`config.mk`:
```
export PLATFORM = sky130hd
export DESIGN_NAME = bw_mult_seq
export DESIGN_NICKNAME = d
export VERILOG_FILES = /design/src/rtl/bw_mult_seq.sv
export SDC_FILE = /design/constraint.sdc
export NUM_CORES = 1
export LEC_CHECK = 0
export ABC_AREA = 1
export CORE_ASPECT_RATIO = 0.9
export CORE_MARGIN = 4
export CORE_UTILIZATION = 44
export CTS_BUF_LIST = sky130_fd_sc_hd__clkbuf_2
export DETAILED_ROUTE_END_ITERATION = 10
export GPL_ROUTABILITY_DRIVEN = 0
export SYNTH_ARGS = -nofsm -noshare
export SYNTH_HDL_FRONTEND = slang
export SYNTH_SLANG_ARGS = --single-unit
```
`constraint.sdc`:
```
create_clock -name clk -period 8 [get_ports clk]
set_input_delay 1.6 -clock clk [delete_from_list [all_inputs] [get_ports clk]]
set_output_delay 1.6 -clock clk [all_outputs]
set_load 0.1 [all_outputs]
```
`src/rtl/bw_mult_seq.sv`:
```
// -----------------------------------------------------------------------------
// bw_mult_seq
//   Multi-cycle Baugh-Wooley multiplier. ROWS_PER_CYCLE partial-product rows
//   are added into a 2*WIDTH accumulator on each ACCUM cycle, so a product
//   takes WIDTH/ROWS_PER_CYCLE cycles. A per-transaction mode bit selects
//   two's-complement (tc=1) or unsigned (tc=0) operands.
//
//   Handshakes: a transfer happens on a rising clk edge where valid && ready.
//   The producer holds valid (and data) until the transfer. in_ready is high
//   only in IDLE. out_valid is high only in DONE, and product stays stable
//   until the output transfer.
//
//   Optional build macro: BW_MULT_SEQ_RND_EN adds the prod_rnd output, which
//   is a rounded and saturated WIDTH-bit version of the product.
//
// Ports:
//   clk         in   clock, rising edge
//   rst_n       in   asynchronous active-low reset
//   in_valid    in   operands valid
//   in_ready    out  block can accept operands (IDLE)
//   a, b        in   WIDTH-bit multiplicand / multiplier
//   tc          in   1 = two's complement operands, 0 = unsigned
//   out_valid   out  product valid (DONE)
//   out_ready   in   consumer accepts product
//   product     out  2*WIDTH-bit result
//   prod_rnd    out  rounded WIDTH-bit result (BW_MULT_SEQ_RND_EN only)
//   o_dbg_state out  current FSM state (0 IDLE, 1 ACCUM, 2 DONE)
// -----------------------------------------------------------------------------
module bw_mult_seq #(
  parameter int WIDTH          = 16,
  parameter int ROWS_PER_CYCLE = 1
) (
  input  logic                 clk,
  input  logic                 rst_n,
  input  logic                 in_valid,
  output logic                 in_ready,
  input  logic [WIDTH-1:0]     a,
  input  logic [WIDTH-1:0]     b,
  input  logic                 tc,
  output logic                 out_valid,
  input  logic                 out_ready,
  output logic [2*WIDTH-1:0]   product,
`ifdef BW_MULT_SEQ_RND_EN
  output logic [WIDTH-1:0]     prod_rnd,
`endif
  output logic [1:0]           o_dbg_state
);

  generate
    if (ROWS_PER_CYCLE < 1) begin : g_bad_rpc
      $error("bw_mult_seq: ROWS_PER_CYCLE must be >= 1");
    end else if (WIDTH < 2 || (WIDTH % ROWS_PER_CYCLE) != 0) begin : g_bad_width
      $error("bw_mult_seq: WIDTH must be >= 2 and divisible by ROWS_PER_CYCLE");
    end
  endgenerate

  localparam int CNT_W = $clog2(WIDTH + 1);

  // Baugh-Wooley correction constant: 2^WIDTH + 2^(2*WIDTH-1).
  localparam logic [2*WIDTH-1:0] LOAD_TC =
    ((2*WIDTH)'(1) << WIDTH) | ((2*WIDTH)'(1) << (2*WIDTH-1));
  localparam logic [WIDTH-1:0] MASK_LO = {1'b0, {(WIDTH-1){1'b1}}};
  localparam logic [WIDTH-1:0] MASK_HI = ~MASK_LO;

  typedef enum logic [1:0] {
    S_IDLE  = 2'd0,
    S_ACCUM = 2'd1,
    S_DONE  = 2'd2
  } state_t;

  state_t               r_state;
  state_t               w_state_next;
  logic                 w_load;
  logic                 w_step;
  logic                 w_last;

  logic [WIDTH-1:0]     r_a_sh;   // multiplicand, shifted so row r's bit sits at [0]
  logic [WIDTH-1:0]     r_b;
  logic                 r_tc;
  logic [2*WIDTH-1:0]   r_acc;
  logic [CNT_W-1:0]     r_cnt;    // index of the first row added this cycle
  logic [2*WIDTH-1:0]   r_product;
  logic [2*WIDTH-1:0]   w_acc_next;
  logic [2*WIDTH-1:0]   w_row [ROWS_PER_CYCLE];

  // ---------------------------------------------------------------------------
  // FSM
  // ---------------------------------------------------------------------------
  always_ff @(posedge clk or negedge rst_n) begin
    if (!rst_n) begin
      r_state <= S_IDLE;
    end else begin
      r_state <= w_state_next;
    end
  end

  always_comb begin
    w_state_next = r_state;
    w_load       = 1'b0;
    w_step       = 1'b0;
    w_last       = 1'b0;
    case (r_state)
      S_IDLE: begin
        if (in_valid) begin
          w_load       = 1'b1;
          w_state_next = S_ACCUM;
        end
      end
      S_ACCUM: begin
        w_step = 1'b1;
        if (r_cnt == CNT_W'(WIDTH - ROWS_PER_CYCLE)) begin
          w_last       = 1'b1;
          w_state_next = S_DONE;
        end
      end
      S_DONE: begin
        if (out_ready) begin
          w_state_next = S_IDLE;
        end
      end
      default: w_state_next = S_IDLE;
    endcase
  end

  assign in_ready    = (r_state == S_IDLE);
  assign out_valid   = (r_state == S_DONE);
  assign product     = r_product;
  assign o_dbg_state = r_state;

  // ---------------------------------------------------------------------------
  // Partial-product rows for this cycle
  // ---------------------------------------------------------------------------
  genvar gk;
  generate
    for (gk = 0; gk < ROWS_PER_CYCLE; gk++) begin : g_row
      logic [CNT_W-1:0] w_idx;
      logic [WIDTH-1:0] w_pp_raw;
      logic [WIDTH-1:0] w_pp;

      assign w_idx    = r_cnt + CNT_W'(gk);
      assign w_pp_raw = {WIDTH{r_a_sh[gk]}} & r_b;

      // In two's-complement mode, bits where exactly one index is the sign
      // position are inverted: the low bits of the top row, or the top bit
      // of every other row.
      always_comb begin
        w_pp = w_pp_raw;
        if (r_tc) begin
          if (w_idx == CNT_W'(WIDTH - 1)) begin
            w_pp = w_pp_raw ^ MASK_LO;
          end else begin
            w_pp = w_pp_raw ^ MASK_HI;
          end
        end
      end

      assign w_row[gk] = {{WIDTH{1'b0}}, w_pp} << w_idx;
    end
  endgenerate

  always_comb begin
    w_acc_next = r_acc;
    for (int k = 0; k < ROWS_PER_CYCLE; k++) begin
      w_acc_next = w_acc_next + w_row[k];
    end
  end

  // ---------------------------------------------------------------------------
  // Optional rounding of the final accumulator
  // ---------------------------------------------------------------------------
`ifdef BW_MULT_SEQ_RND_EN
  localparam logic [2*WIDTH:0] RND_S = (2*WIDTH+1)'(1) << (WIDTH-2);
  localparam logic [2*WIDTH:0] RND_U = (2*WIDTH+1)'(1) << (WIDTH-1);

  logic [2*WIDTH:0]   w_rs;
  logic [2*WIDTH:0]   w_ru;
  logic [WIDTH+1:0]   w_rs_q;
  logic [WIDTH:0]     w_ru_q;
  logic [WIDTH-1:0]   w_rnd_next;
  logic [WIDTH-1:0]   r_prod_rnd;
  logic               w_rnd_unused;

  assign w_rs   = {w_acc_next[2*WIDTH-1], w_acc_next} + RND_S;
  assign w_ru   = {1'b0, w_acc_next} + RND_U;
  assign w_rs_q = w_rs[2*WIDTH:WIDTH-1];
  assign w_ru_q = w_ru[2*WIDTH:WIDTH];
  assign w_rnd_unused = ^{w_rs[WIDTH-2:0], w_ru[WIDTH-1:0]};

  always_comb begin
    w_rnd_next = '0;
    if (r_tc) begin
      // Fits in WIDTH signed bits only if the three top bits agree.
      if (w_rs_q[WIDTH+1:WIDTH-1] == 3'b000 || w_rs_q[WIDTH+1:WIDTH-1] == 3'b111) begin
        w_rnd_next = w_rs_q[WIDTH-1:0];
      end else if (w_rs_q[WIDTH+1]) begin
        w_rnd_next = MASK_HI;
      end else begin
        w_rnd_next = MASK_LO;
      end
    end else begin
      w_rnd_next = w_ru_q[WIDTH] ? {WIDTH{1'b1}} : w_ru_q[WIDTH-1:0];
    end
  end

  always_ff @(posedge clk or negedge rst_n) begin
    if (!rst_n) begin
      r_prod_rnd <= '0;
    end else if (w_step && w_last) begin
      r_prod_rnd <= w_rnd_next;
    end
  end

  assign prod_rnd = r_prod_rnd;
`endif

  // ---------------------------------------------------------------------------
  // Datapath registers
  // ---------------------------------------------------------------------------
  always_ff @(posedge clk or negedge rst_n) begin
    if (!rst_n) begin
      r_a_sh    <= '0;
      r_b       <= '0;
      r_tc      <= 1'b0;
      r_acc     <= '0;
      r_cnt     <= '0;
      r_product <= '0;
    end else if (w_load) begin
      r_a_sh <= a;
      r_b    <= b;
      r_tc   <= tc;
      r_acc  <= tc ? LOAD_TC : '0;
      r_cnt  <= '0;
    end else if (w_step) begin
      r_a_sh <= r_a_sh >> ROWS_PER_CYCLE;
      r_acc  <= w_acc_next;
      r_cnt  <= r_cnt + CNT_W'(ROWS_PER_CYCLE);
      if (w_last) begin
        r_product <= w_acc_next;
      end
    end
  end

endmodule
```
==> impl_metrics.json <==
{
  "port_buffers": 72,
  "post_synth_num_cell_types": 46,
  "grt_setup_unrepaired": "no",
  "final.setup.tns_ns": 0,
  "worstSetupPathType": "register to register",
  "maximum_buffer_depth_of_the_clock_tree": 2,
  "clock_skew_ns": 0.0432,
  "clock_tree_from_tritoncts": "built",
  "drt-pass1-iter-count": 7,
  "grt_max_degree": 70,
  "timing.fmax_mhz": 195,
  "cts-root-buf": "clkbuf_2",
  "global_route_wire_length_before_repair_um": 32500,
  "most_instantiated_flip_flop_cell_in_the_synthesis_netlist": "dfrtp_1",
  "final-setup-viol-count": 0,
  "synthToLayoutAreaGrowth_pct": 13.2,
  "crit_path_dat_ns": 5.73,
  "layout_cell_share_with_drive_strength_beyond_1_pct": 7.12,
  "tightest_hold_check_type": "register to register",
  "die_area_um2": 18500,
  "postPlaceCellArea_um2": 8060,
  "asyncSetResetFlopFracSynth_pct": 100,
  "drv.max_cap_violation_count": 0,
  "timing.max_slew.rel_slack_pct": 31.9,
  "ys_seq_area_share_pct": 36.0,
  "detailedPlacementHpwl_um": 14400,
  "number_of_antenna_violations_at_the_first_check_in_global_routing": 1,
  "hold_viol_final": 0,
  "synth_area_per_cell_um2": 7.02,
  "cts.repair.resized": 0,
  "worst_setup_hold_path_clk_slew_ns": 0.31,
  "drc_violations_left": 0,
  "wl_per_cell_um": 14.9,
  "final_antenna_net_count": 0,
  "ys_ff_latch": 104,
  "synth_cells": 1029,
  "grt_overflow_total": 0,
  "h-tree-depth": 3,
  "floorplan.initialDensity_pct": 44.8,
  "chipHeight_um": 130,
  "placement_rows": 44,
  "outcome": "finished clean",
  "worst_setup_sp_type": "register",
  "cp.required_ns": 8.60,
  "final.min_clock_period_ns": 5.13,
  "finalCoreUtilization_pct": 50.7,
  "ys_warn_count": 0,
  "synth-edff-count": 0,
  "chipWidth_um": 143,
  "core_area_um2": 16100,
  "cts.repair_timing.setup_buffer_count": 0,
  "timing_max_transition_violations_final": 0,
  "ctsHoldBuffers": 0,
  "design.final.nets": 1149,
  "grt_pass1_vias": 6494,
  "route.detailed.vias_per_inst": 5.28,
  "vias": 6805,
  "critPathMaxFanout": 24,
  "synthesis.area_um2": 7230,
  "worst_pin_slew_ns": 1.02,
  "total_clock_sinks": 104,
  "io_pins": 73,
  "dr.first_iter.drc_count": 560,
  "globalRouteTotalUtil_pct": 21.9,
  "filler_cells_inserted": 1658,
  "post_route_design_area_um2": 8190,
  "syn_nets": 1101,
  "finalWirelength_um": 19300,
  "min_period_over_period_pct": 64.2,
  "worstSkewPairLatency_ns": 0.68,
  "worstSetupEndpointType": "register",
  "tritoncts.num_buffers": 9
}
## registers in the layout (all words and copies together) (netlist names)
register / flops
r_a_sh: 16
r_tc: 1
r_acc: 32
product: 32
r_b: 16
r_cnt: 5
o_dbg_state: 2
## cell families after synthesis
family                   after synthesis  share of synthesized area (%)
AO/OA/AOI/OAI                        164                           13.3
AND/OR/NAND/NOR                      586                           35.4
XOR/XNOR                              18                           2.18
adder cells (fa/ha/maj)               35                           6.16
buffers and inverters                122                           6.98
flip-flops                           104                           36.0
## routing by layer
layer	global-route usage, %	vias to the layer above	routed length [um]
met5	0	-	0
met4	6.09	0	275
met3	5.02	22	1110
met2	32.7	171	8090
met1	31.9	3128	9800
li1	-	3484	-
## worst paths after layout
kind | start | slack [ns] | cells after the start | end
setup / recovery | r_cnt[1] | 2.87 | 27 | product[18]
hold / removal | product[19] | 0.52 | 2 | product[19]
setup reg to reg | r_cnt[1] | 2.87 | 27 | product[18]
hold reg to reg | product[19] | 0.52 | 2 | product[19]
max in group asynchronous | rst_n | 5.92 | 2 | r_a_sh[2]
min in group asynchronous | rst_n | 0.82 | 1 | product[6]
## layout by cell type (no fill, tap or decap), drive strengths merged, types with 4 or more instances in the layout
cell and instances:
a21o 7, a21oi 35, a31oi 11, buf 6, clkbuf 9, clkdlybuf4s50 71, clkinv 6, dfrtp 104
ha 34, inv 82, nand2 371, nand3 120, nand4 5, nor2 77, nor3 4, o21ai 81
o22ai 7, o31ai 4, or2 7, xnor2 9, xor2 9
## Yosys cell counts (11+ instances only)
cell | n | area [um2]
nand2_1 | 358 | 1340
dfrtp_1 | 104 | 2600
nand3_1 | 95 | 475
inv_1 | 76 | 285
nor2_1 | 76 | 285
o21ai_0 | 55 | 275
ha_1 | 34 | 425
a21oi_1 | 33 | 165
nand3_2 | 25 | 250
clkbuf_1 | 21 | 78.8
o21ai_1 | 20 | 100
nand2_2 | 12 | 75.1
a31oi_1 | 11 | 68.8
buf_2 | 11 | 55.1
## area by class of cell
type | count | area (um2) | share of cell area (%)
tap | 207 | 259 | 3.16
antenna | 1 | 2.50 | 0.0306
clock inverter | 7 | 76.3 | 0.932
multi-input combinational | 803 | 4130 | 50.5
timing repair buffer | 77 | 756 | 9.23
inverter | 82 | 313 | 3.82
sequential | 104 | 2600 | 31.8
clock buffer | 9 | 45.0 | 0.550
## through the flow
step | instances | hold slack [ns] | setup slack, ns
after floorplan | 1029 | 0.449 | 3.99
after global placement | 1273 | 0.464 | 3.00
after detailed placement | 1273 | 0.464 | 2.95
after CTS | 1289 | 0.527 | 2.91
after global routing | 1290 | 0.533 | 2.30
final | 1290 | 0.521 | 2.87
## critical path, cell delays in order (launching register included)
cell	delay (ns)
dfrtp_1	0.92
ha_1	0.29
nand2_1	0.08
nor2_1	0.18
ha_1	0.27
nand2_4	0.20
inv_6	0.19
nand2_2	0.08
nand2_1	0.07
nor2_1	0.04
a31oi_1	0.27
o21ai_1	0.12
nand2_1	0.09
o21ai_1	0.10
o21ai_1	0.16
inv_1	0.09
nor2_1	0.14
ha_1	0.28
nand2_1	0.15
inv_1	0.08
a21oi_1	0.17
a21boi_0	0.32
o21ai_1	0.20
nand2_1	0.11
nand2_1	0.09
or2_1	0.24
nand3_1	0.07
nand2_1	0.07
Power is not shown: default switching activity piles up to over one toggle a cycle in this logic, so the estimate is an artifact.
